[config.mk]
export PLATFORM = sky130hd
export DESIGN_NAME = add_share_arb
export DESIGN_NICKNAME = d
export VERILOG_FILES = /design/src/rtl/add_pkg.sv /design/src/rtl/bta.sv /design/src/rtl/rr_arb.sv /design/src/rtl/add_share_arb.sv
export SDC_FILE = /design/constraint.sdc
export NUM_CORES = 1
export LEC_CHECK = 0
export CORE_AREA = 2 2 145 147
export CTS_BUF_LIST = sky130_fd_sc_hd__clkbuf_4 sky130_fd_sc_hd__clkbuf_8 sky130_fd_sc_hd__clkbuf_16
export DETAILED_ROUTE_END_ITERATION = 6
export DIE_AREA = 0 0 147 149
export PLACE_DENSITY_LB_ADDON = 0.15
export SLEW_MARGIN = 0
export SYNTH_ARGS = -nofsm -noshare
export SYNTH_HDL_FRONTEND = slang
export SYNTH_HIERARCHICAL = 1
export SYNTH_SLANG_ARGS = --single-unit
[constraint.sdc]
create_clock -name clk -period 6.8 [get_ports clk]
set_input_delay 1.36 -clock clk [delete_from_list [all_inputs] [get_ports clk]]
set_output_delay 1.36 -clock clk [all_outputs]
set_load 0.05 [all_outputs]
[src/rtl/add_pkg.sv]
// Shared definitions for the shared approximate-adder arbiter: FSM encoding and default widths.
package add_pkg;
  typedef enum logic [1:0] {
    ST_IDLE  = 2'd0,
    ST_RUN   = 2'd1,
    ST_DRAIN = 2'd2
  } state_t;

  localparam int BWOP_DEF = 32;
  localparam int NAB_DEF  = 0;
endpackage

[src/rtl/bta.sv]
// Approximate adder: NAB low bits are the OR of the operands, the upper part is an exact sum
// whose carry-in is the AND of the top approximate bit pair. NAB=0 is an exact adder.
module bta #(
  parameter int BWOP = 32,
  parameter int NAB  = 0
) (
  input  logic [BWOP-1:0] a,
  input  logic [BWOP-1:0] b,
  output logic [BWOP-1:0] c
);
  generate
    if (NAB == 0) begin : g_exact
      assign c = a + b;
    end else begin : g_approx
      logic cin;
      assign cin          = a[NAB-1] & b[NAB-1];
      assign c[NAB-1:0]   = a[NAB-1:0] | b[NAB-1:0];
      assign c[BWOP-1:NAB] = a[BWOP-1:NAB] + b[BWOP-1:NAB] + (BWOP-NAB)'(cin);
    end
  endgenerate
endmodule

[src/rtl/rr_arb.sv]
// Combinational round-robin arbiter: first requester at or above ptr wins, wrapping to index 0.
module rr_arb #(
  parameter int NREQ = 4,
  parameter int IDW  = 2
) (
  input  logic [NREQ-1:0] req,
  input  logic [IDW-1:0]  ptr,
  output logic [NREQ-1:0] gnt,
  output logic [IDW-1:0]  idx,
  output logic            any
);
  logic hit;

  // Two passes: upper segment [ptr, NREQ-1] first, then the wrapped segment [0, ptr-1].
  always_comb begin
    gnt = '0;
    idx = '0;
    any = 1'b0;
    hit = 1'b0;
    for (int i = 0; i < NREQ; i++) begin
      hit    = !any && req[i] && (i >= int'(ptr));
      gnt[i] = hit;
      idx    = hit ? IDW'(i) : idx;
      any    = any | hit;
    end
    for (int i = 0; i < NREQ; i++) begin
      hit    = !any && req[i] && (i < int'(ptr));
      gnt[i] = gnt[i] | hit;
      idx    = hit ? IDW'(i) : idx;
      any    = any | hit;
    end
  end
endmodule

[src/rtl/add_share_arb.sv]
// One registered approximate adder shared by NREQ requesters under round-robin arbitration,
// with an enable/drain FSM and saturating per-requester grant counters.
module add_share_arb
  import add_pkg::*;
#(
  parameter int BWOP = BWOP_DEF,
  parameter int NAB  = NAB_DEF,
  parameter int NREQ = 4,
  parameter int IDW  = 2,
  parameter int CNTW = 16
) (
  input  logic                 clk,
  input  logic                 rst,
  input  logic                 en,
  input  logic [NREQ-1:0]      req_valid,
  output logic [NREQ-1:0]      req_ready,
  input  logic [NREQ*BWOP-1:0] req_a,
  input  logic [NREQ*BWOP-1:0] req_b,
  output logic                 rsp_valid,
  input  logic                 rsp_ready,
  output logic [BWOP-1:0]      rsp_c,
  output logic [IDW-1:0]       rsp_id,
  output logic                 idle,
  output logic [NREQ*CNTW-1:0] gnt_cnt
);
  state_t          state, state_nxt;
  logic [IDW-1:0]  ptr;
  logic [NREQ-1:0] gnt;
  logic [IDW-1:0]  gidx;
  logic            gany;
  logic            free;
  logic            grant_ok;
  logic            xfer;
  logic [BWOP-1:0] op_a, op_b, sum;

  rr_arb #(.NREQ(NREQ), .IDW(IDW)) u_arb (
    .req(req_valid), .ptr(ptr), .gnt(gnt), .idx(gidx), .any(gany)
  );

  assign free      = !rsp_valid || rsp_ready;
  assign grant_ok  = (state == ST_RUN) && free && !rst;
  assign req_ready = grant_ok ? gnt : '0;
  assign xfer      = grant_ok && gany;
  assign op_a      = req_a[gidx*BWOP +: BWOP];
  assign op_b      = req_b[gidx*BWOP +: BWOP];
  assign idle      = (state == ST_IDLE) && !rsp_valid;

  bta #(BWOP, NAB) u_add (.a(op_a), .b(op_b), .c(sum));

  // FSM state register
  always_ff @(posedge clk) begin
    if (rst) state <= ST_IDLE;
    else     state <= state_nxt;
  end

  // FSM next-state; re-enable from DRAIN wins over finishing the drain
  always_comb begin
    state_nxt = state;
    case (state)
      ST_IDLE:  state_nxt = en ? ST_RUN : ST_IDLE;
      ST_RUN:   state_nxt = en ? ST_RUN : ST_DRAIN;
      ST_DRAIN: begin
        if (en)                          state_nxt = ST_RUN;
        else if (!rsp_valid || rsp_ready) state_nxt = ST_IDLE;
        else                             state_nxt = ST_DRAIN;
      end
      default:  state_nxt = ST_IDLE;
    endcase
  end

  // Result register and round-robin pointer
  always_ff @(posedge clk) begin
    if (rst) begin
      rsp_valid <= 1'b0;
      rsp_c     <= '0;
      rsp_id    <= '0;
      ptr       <= '0;
    end else if (xfer) begin
      rsp_valid <= 1'b1;
      rsp_c     <= sum;
      rsp_id    <= gidx;
      ptr       <= (gidx == IDW'(NREQ-1)) ? '0 : gidx + IDW'(1);
    end else if (rsp_ready) begin
      rsp_valid <= 1'b0;
    end
  end

  // Saturating grant counters
  always_ff @(posedge clk) begin
    if (rst) begin
      gnt_cnt <= '0;
    end else begin
      for (int i = 0; i < NREQ; i++) begin
        if (req_ready[i] && gnt_cnt[i*CNTW +: CNTW] != {CNTW{1'b1}})
          gnt_cnt[i*CNTW +: CNTW] <= gnt_cnt[i*CNTW +: CNTW] + CNTW'(1);
      end
    end
  end
endmodule

==> reports/results.tsv, run 1 <==
metric	value	unit
htree depth	3	
Worst-Margin Slew	0.940	ns
Post-route DRC	0	
CTS tree	yes	
DR pass1 iterations	5	
Max Slew Vio Count	0	
Slew HR	0.371	
post-route minimum period	5.72	ns
leakage power	4.51	nW
TritonCTS Buffers	9	
RSZ-0062 raised after global routing	false	
min-delay worst type	reg -> reg	
Final setup viols	0	
fmax	175	MHz
most common cell after layout, fill and taps aside	clkdlybuf4s50_1	
I/O Pins	368	
critical path type	in -> reg	
nature of the critical path endpoint	flop	
setup TNS	0	ns
async set-reset flop share out of synthesis	0	
Yosys cell types	82	
largest fanout on the critical path	18	
Area Growth Syn to Fin	51.7	%
largest net degree at the start of global routing	54	
Seq/Total Area, Yosys	0.255	
Via density	5.42	
Starting Density	0.394	
Rows	53	
post-synthesis compound-gate area fraction	0.133	
placed cell areas	0.0119	sq mm
global-route wire length before repair	41900	um
post-synthesis xor/xnor area fraction	0.0789	
core footprint	0.0206	sq mm
CP arrival	6.01	ns
final net count	1525	
post-route ant nets	0	
Die Area	0.0219	sq mm
Reg clk slew, reported paths	0.07	ns
CTS Hold Buffers Added	0	
Worst VDD drop	0.116	mV
Post-DP HPWL	22000	um
GRT Overall Usage	0.239	
Post-Syn Nets	1193	
# clock sinks	103	
GR Overflow Total	0	
initial DRC count	476	
height of the die	149	um
area of the mapped netlist	0.00810	sq mm
Main synth FF type	dfxtp_1	
Root Driver	clkbuf_16	
post-synthesis simple-gate area fraction	0.235	
filler instances	1845	
status	finished, final reports clean	
clock skew	0.00856	ns
syn avg cell area	9.08	sq um
clk buf depth	2	
routed length per placed instance	17.9	um
CP required	7.08	ns
drt total wl	26900	um
post-synthesis sequential element count	103	
adder and majority cell fraction of the synthesized area	0.0581	
Pwr per Cell Area	190	mW/mm^2
most frequent cells in the layout	clkdlybuf4s50_1, nand2_1, dfxtp_1	
Ys Warns	6	
number of synthesized flops with an enable pin	0	
Final GP Congestion	0.893	
hold slack	0.455	ns
Hold Vio Cnt, Final	0	
final period utilization	0.842	
Post-Syn Instances	892	
multiplexer area fraction after synthesis	0.193	
vias in the first global route	7836	
via count	8173	
startpoint types	primary input	
IO Port Bufs	367	
design area	0.0123	sq mm
largest family of logic cells by synthesized area	simple AND/OR/NAND/NOR gates	
post-CTS sizing	0	
share of cells above drive strength 1	0.102	
Die Wd	147	um
initial antenna violation count	4	
Clock Latency Late Sink	0.35	ns
Max-cap violations	0	
setup bufs post-CTS	0	
-- cell families after synthesis --
| family | count (synthesis) |
|---|---|
| fa+ha+maj | 37 |
| compound gates | 146 |
| simple gates | 378 |
| mux | 76 |
| xor+xnor | 73 |
| buf+inv | 79 |
| flops | 103 |
-- report_power, final --
group	switching [mW]	total, mW	internal (mW)	leakage [nW]
sequential	0.0191	0.654	0.635	0.834
clock	0.237	0.601	0.364	0.167
combinational	0.562	1.08	0.516	3.51
-- cell type report --
type                       count  area [sq um]  area share
antenna                        4          10.0    0.000814
clock buffer                   9           225      0.0183
clock inverter                 7           124      0.0101
inverter                      22          82.6     0.00672
multi-input combinational    710          5680       0.462
sequential                   103          2060       0.168
tap                          275           344      0.0280
timing repair buffer         378          3760       0.306
-- layer usage --
metal  vias up  track usage  routed length [um]
met5         -            0                   0
li1       4006            -                   -
met4         0       0.0909                 792
met3        35       0.0434                1660
met2       308        0.413               13500
met1      3824        0.298               11000
-- worst max-delay path: stages --
cell	delay [ns]
clkdlybuf4s50_1	0.63
nand3b_1	0.15
o21ai_0	0.13
a221oi_4	0.71
buf_4	0.37
mux4_2	0.36
ha_1	0.42
a21oi_1	0.25
o21ai_0	0.16
o32ai_1	0.27
a21oi_1	0.16
and3_1	0.26
o41a_1	0.39
xor2_1	0.22
nand2_1	0.08
nand2_1	0.06
-- registers in the layout (all words and copies together), names as in the netlist --
name       cells
gnt_cnt       64
rsp_c         32
ptr            2
rsp_id         2
state          2
rsp_valid      1
-- worst paths after layout --
check	start	to	slack, ns	cells after the start
worst max-delay path	req_valid[3]	rsp_c[21]$_SDFFE_PP0P_	1.08	16
worst min register to register	rsp_c[24]$_SDFFE_PP0P_	rsp_c[24]$_SDFFE_PP0P_	0.46	2
worst max register to register	ptr[0]$_SDFFE_PP0P_	rsp_c[18]$_SDFFE_PP0P_	2.24	16
worst min-delay path	rsp_c[24]$_SDFFE_PP0P_	rsp_c[24]$_SDFFE_PP0P_	0.46	2
-- through the flow --
| step | worst slack (ns) | power (mW) | cells | utilization |
|---|---|---|---|---|
| final | 1.08 | 2.33 | 1508 | 0.598 |
| after global routing | 0.761 | 2.46 | 1508 | 0.598 |
| after CTS | 1.16 | 2.35 | 1504 | 0.597 |
| after detailed placement | 0.813 | 1.74 | 1488 | 0.580 |
| after global placement | 0.873 | 1.74 | 1488 | 0.580 |
| after floorplan | 1.67 | 1.38 | 892 | - |
-- synth_stat cells (3+ instances only) --
| cell type | count | area, sq um |
|---|---|---|
| ha_1 | 36 | 450 |
| and3_1 | 17 | 106 |
| nor4_1 | 17 | 106 |
| o21ai_0 | 20 | 100 |
| o311ai_0 | 4 | 35.0 |
| nand2_1 | 112 | 420 |
| buf_2 | 11 | 55.1 |
| buf_6 | 9 | 101 |
| nor2_1 | 78 | 293 |
| a211oi_1 | 7 | 52.6 |
| nor2b_1 | 7 | 43.8 |
| o41ai_1 | 4 | 35.0 |
| and4_1 | 7 | 61.3 |
| nor3_2 | 4 | 40.0 |
| mux2i_1 | 11 | 110 |
| mux4_2 | 64 | 1440 |
| a31oi_1 | 6 | 37.5 |
| clkbuf_1 | 32 | 120 |
| o21a_1 | 7 | 52.6 |
| and2_1 | 9 | 56.3 |
| a21oi_1 | 38 | 190 |
| inv_1 | 22 | 82.6 |
| xnor2_1 | 52 | 455 |
| a311oi_1 | 3 | 26.3 |
| dfxtp_1 | 103 | 2060 |
| o211ai_1 | 5 | 37.5 |
| a21o_1 | 13 | 97.6 |
| a31o_2 | 3 | 26.3 |
| nor3_1 | 16 | 80.1 |
| xor2_1 | 21 | 184 |
| nand4_1 | 27 | 169 |
| nand3_1 | 60 | 300 |
| o21bai_1 | 4 | 30.0 |
Power figures use the tool's default switching activity.
==> run 2: changes to the inputs <==
Clock period 6.8 ns to 5.3 ns, I/O delays scaled along.
==> reports/results.tsv, run 2 (synthesis gave the netlist of run 1 again) <==
metric	value	unit	change
Max-cap violations	0		unchanged
Rows	53		unchanged
post-CTS sizing	0		unchanged
I/O Pins	368		unchanged
setup TNS	0	ns	unchanged
Die Wd	147	um	unchanged
core footprint	0.0206	sq mm	unchanged
Worst VDD drop	0.149	mV	+29%
Starting Density	0.394		unchanged
initial antenna violation count	4		unchanged
Slew HR	0.397		+0.0251
routed length per placed instance	17.7	um	-0.92%
leakage power	4.65	nW	+3.1%
setup slack at placement	0.0424	ns	-0.770 ns
GRT Overall Usage	0.244		+0.00525
Area Growth Syn to Fin	54.5	%	
Worst-Margin Slew	0.904	ns	-0.0362 ns
Final GP Congestion	0.922		+3.3%
min-delay worst type	reg -> reg		
drt total wl	27200	um	+1.2%
CP peak stage delay	0.57	ns	-0.14 ns
global route hottest layer	met2		
critical-path cell list	clkdlybuf4s50_1, o21bai_1, a221oi_4, buf_12, mux4_2, ha_1, fa_1, a21o_1, a221oi_4, o211ai_4, a31o_2, a31oi_1, o21ai_0, xor2_1, nand2_1, nand2_1		
largest net degree at the start of global routing	48		-11%
IO Port Bufs	367		unchanged
max reg flops	64		unchanged
setup bufs post-CTS	0		unchanged
Clock Latency Late Sink	0.34	ns	about the same
vias in the first global route	8163		+4.2%
CP arrival	5.14	ns	-0.87 ns
Hold Vio Cnt, Final	0		unchanged
largest fanout on the critical path	21		+3
startpoint types	primary input		
# clock sinks	103		unchanged
final net count	1556		+2.0%
htree depth	3		unchanged
initial DRC count	327		-31%
Final setup viols	0		unchanged
critical path type	in -> reg		
clk buf depth	2		unchanged
post-route minimum period	4.91	ns	
PnR worst setup slack	0.394	ns	-0.683 ns
status	finished, final reports clean		
Max Slew Vio Count	0		unchanged
filler instances	1818		-1.5%
post-route ant nets	0		unchanged
crit path max-delay cell type	clkdlybuf4s50_1		
CTS tree	yes		
Pwr per Cell Area	237	mW/mm^2	+25%
height of the die	149	um	unchanged
TritonCTS Buffers	9		unchanged
CP required	5.53	ns	-1.55 ns
Post-route DRC	0		unchanged
Largest regs	gnt_cnt (64), rsp_c (32)		
global routing met2 resource utilization	0.429		+0.0160
Post-DP HPWL	22600	um	+2.7%
met1 Track Usage GR	0.300		+0.00205
final period utilization	0.926		
most frequent cells in the layout	clkdlybuf4s50_1, nand2_1, dfxtp_1		
share of cells above drive strength 1	0.124		+0.0221
Top reg by flops	gnt_cnt		
met3 Usage GRT	0.0370		-0.00642
Root Driver	clkbuf_16		
most common cell after layout, fill and taps aside	clkdlybuf4s50_1		
RSZ-0062 raised after global routing	false		
Via density	5.36		-1.1%
Die Area	0.0219	sq mm	unchanged
DR pass1 iterations	5		unchanged
GR Overflow Total	0		unchanged
Reg clk slew, reported paths	0.06	ns	about the same
via count	8251		+0.95%
global-route wire length before repair	42700	um	+2.0%
fmax	204	MHz	
nature of the critical path endpoint	flop		
clock skew	0.0100	ns	+0.00149 ns
CTS Hold Buffers Added	0		unchanged
-- run 2: cell count changes in the layout (fill, tap and decap cells not counted), sizes merged --
cell,before,now
buf,12,43
bufinv,3,0
clkbuf,9,11
clkinv,0,1
diode,4,5
-- run 2: worst paths after layout --
| kind | from | end | slack, ns | cells past startpoint |
|---|---|---|---|---|
| setup / recovery | req_valid[1] | rsp_c[18]$_SDFFE_PP0P_ | 0.39 | 16 |
| hold / removal | rsp_c[11]$_SDFFE_PP0P_ | rsp_c[11]$_SDFFE_PP0P_ | 0.45 | 2 |
| setup reg to reg | ptr[0]$_SDFFE_PP0P_ | rsp_c[18]$_SDFFE_PP0P_ | 0.92 | 16 |
| hold reg to reg | rsp_c[11]$_SDFFE_PP0P_ | rsp_c[11]$_SDFFE_PP0P_ | 0.45 | 2 |
-- run 2: per-stage QoR --
| stage | util | area [sq um] | hold WS, ns | cells | power, mW |
|---|---|---|---|---|---|
| finish | 0.609 | 12500 | 0.455 | 1540 | 2.96 |
| global route | 0.609 | 12500 | 0.472 | 1539 | 3.13 |
| CTS | 0.608 | 12500 | 0.457 | 1535 | 2.98 |
| detailed placement | 0.594 | 12200 | 0.446 | 1519 | 2.32 |
| global placement | 0.594 | 12200 | 0.442 | 1519 | 2.32 |
| floorplan | - | 8100 | 0.455 | 892 | 1.77 |
-- run 2: critical path, delay by kind of cell --
kind,cells,cell delay [ns]
buf+inv,2,0.81
compound gates,8,1.81
fa+ha+maj,2,0.65
simple gates,2,0.11
mux,1,0.52
xor+xnor,1,0.15
-- run 2: power breakdown --
part	internal [mW]	switching [mW]	total [mW]
sequential	0.815	0.0258	0.840
combinational	0.725	0.742	1.47
clock	0.349	0.304	0.653
-- run 2: final cells by class --
class,instances,area [sq um],area share
timing repair buffer,409,4050,0.323
clock buffer,11,253,0.0202
tap,275,344,0.0275
antenna,5,12.5,0.00100
multi-input combinational,710,5680,0.454
clock inverter,5,38.8,0.00310
sequential,103,2060,0.165
inverter,22,82.6,0.00660
-- run 2: per-layer routing --
layer  vias to the layer above  part of all wire
met3                        45             0.055
li1                       4058                 -
met1                      3863              0.41
met2                       285              0.50
met5                         -                 0
met4                         0             0.036
==> run 3: changes to the inputs <==
Settings changed: SETUP_SLACK_MARGIN set to 0.5.
==> reports/results.tsv, run 3 (synthesis gave the netlist of run 1 again) <==
metric	value	unit	change
final period utilization	0.883		-0.0429
Rows	53		unchanged
TritonCTS Buffers	9		unchanged
hold_sp	rsp_c[19]$_SDFFE_PP0P_		
Post-Route Utilization	0.631		+0.0223
status	finished, final reports clean		
via count	8539		+3.5%
setup TNS	0	ns	unchanged
Worst VDD drop	0.140	mV	-6.3%
nature of the critical path endpoint	flop		
critical path type	in -> reg		
Largest regs	gnt_cnt (64), rsp_c (32)		
Pwr per Cell Area	243	mW/mm^2	+2.6%
Area Growth Syn to Fin	60.2	%	
max reg flops	64		unchanged
GRT Overall Usage	0.249		+0.00528
post-route ant nets	0		unchanged
global route hottest layer	met2		
initial antenna violation count	0		-4
core footprint	0.0206	sq mm	unchanged
initial DRC count	436		+33%
IO Port Bufs	367		unchanged
I/O Pins	368		unchanged
Sw Ratio	0.365		+0.00238
Max Slew Vio Count	0		unchanged
Reg clk slew, reported paths	0.07	ns	about the same
clock share of power	0.222		about the same
startpoint types	primary input		
Final setup viols	0		unchanged
largest fanout on the critical path	5		-76%
Post-route DRC	0		unchanged
height of the die	149	um	unchanged
Root Driver	clkbuf_16		
CTS Hold Buffers Added	0		unchanged
Via density	5.48		+2.4%
Critical R2R Launch	ptr[0]$_SDFFE_PP0P_		
global routing met2 resource utilization	0.449		+0.0200
largest net degree at the start of global routing	47		-2.1%
Sequential Power Share	0.267		-0.017
share of cells above drive strength 1	0.157		+0.0330
Int Power	2.00	mW	+6.0%
diode count	0		-5
GR Overflow Total	0		unchanged
most common cell after layout, fill and taps aside	clkdlybuf4s50_1		
Clock Latency Late Sink	0.35	ns	about the same
global-route wire length before repair	43600	um	+2.0%
Slew HR	0.387		-0.00965
Top reg by flops	gnt_cnt		
Worst-Margin Slew	0.917	ns	+0.0131 ns
post-route minimum period	4.68	ns	-0.228 ns
htree depth	3		unchanged
origin of the worst setup path	req_valid[1]		
Final GP Congestion	0.908		-1.5%
Hold Vio Cnt, Final	0		unchanged
Die Wd	147	um	unchanged
CTS tree	yes		
min-delay worst type	reg -> reg		
RSZ-0062 raised after global routing	false		
CP required	5.59	ns	+0.06 ns
drt total wl	28500	um	+4.7%
Max-cap violations	0		unchanged
leakage power	4.82	nW	+3.7%
most frequent cells in the layout	clkdlybuf4s50_1, nand2_1, dfxtp_1		
final net count	1578		+1.4%
fmax	214	MHz	+4.9%
met3 Usage GRT	0.0492		+0.0122
Starting Density	0.394		unchanged
CP arrival	4.97	ns	-0.17 ns
sw power	1.15	mW	+7.1%
Post-DP HPWL	23000	um	+1.6%
met1 Track Usage GR	0.305		+0.00534
vias in the first global route	8303		+1.7%
# clock sinks	103		unchanged
routed length per placed instance	18.3	um	+3.5%
clock skew	0.00776	ns	-0.00229 ns
clk buf depth	2		unchanged
combinational power share	0.512		+0.016
DR pass1 iterations	5		unchanged
Die Area	0.0219	sq mm	unchanged
## run 3: cell count changes in the layout (fill, tap and decap cells not counted), moves of 5 or more
cell / before / now
ha_4: 0 / 7
o21ai_1: 0 / 5
buf_4: 37 / 53
diode_2: 5 / 0
ha_1: 36 / 26
o21ai_0: 20 / 15
## run 3: repair_timing
| action | CTS | global route |
|---|---|---|
| setup endpoints to repair | 6 | 16 |
| cloned | 0 | 4 |
| hold endpoints to repair | 0 | 0 |
| gates resized for setup | 2 | 37 |
| buffers inserted | 5 | 7 |
| pin swaps | 2 | 13 |
## run 3: routing by layer
layer	part of all wire	wire, um
met3	0.059	1680
met4	0.024	693
met2	0.51	14700
met1	0.40	11500
met5	0	0
## run 3: power groups by stage
| stage | logic (mW) | clock network [mW] | registers [mW] |
|---|---|---|---|
| after detailed placement | 1.48 | 0 | 0.859 |
| final | 1.61 | 0.698 | 0.840 |
| after global placement | 1.47 | 0 | 0.857 |
| after global routing | 1.72 | 0.749 | 0.846 |
| after floorplan | 0.783 | 0 | 0.989 |
| after CTS | 1.49 | 0.714 | 0.840 |
## run 3: path summary, 6_finish.rpt
path	slack (ns)	endpoint	cells after the start
max reg2reg	1.05	rsp_c[16]$_SDFFE_PP0P_	17
min	0.45	rsp_c[19]$_SDFFE_PP0P_	2
max	0.62	rsp_c[16]$_SDFFE_PP0P_	17
min reg2reg	0.45	rsp_c[19]$_SDFFE_PP0P_	2
## run 3: stage by stage
step / worst slack (ns) / instance area (sq um) / std cells / total power, mW / hold slack (ns)
2_1_floorplan: 0.561 / 8100 / 892 / 1.77 / 0.455
3_3_place_gp: 0.199 / 12300 / 1525 / 2.33 / 0.442
3_5_place_dp: 0.0846 / 12300 / 1525 / 2.34 / 0.444
4_1_cts: 0.476 / 12600 / 1546 / 3.05 / 0.456
5_1_grt: 0.490 / 13000 / 1557 / 3.32 / 0.468
6_report: 0.622 / 13000 / 1557 / 3.15 / 0.453
## run 3: layout make-up
class                           count  area, sq um
Tap cell                          275          344
Multi-Input combinational cell    710         5870
Clock inverter                      7         86.3
Fill cell                        1758         7580
Inverter                           22         82.6
Sequential cell                   103         2060
Clock buffer                        9          225
Timing Repair Buffer              431         4310
## run 3: critical path: stages
cell             delay [ns]
clkdlybuf4s50_1        0.52
o21bai_1               0.11
a221oi_4               0.25
buf_6                  0.16
buf_12                 0.12
mux4_2                 0.49
ha_1                   0.25
fa_2                   0.36
a21o_1                 0.22
a221oi_4               0.31
o211ai_4               0.16
a31o_4                 0.29
nor2b_4                0.13
a311oi_2               0.27
xnor2_1                0.14
nand2_1                0.06
nand2_1                0.07
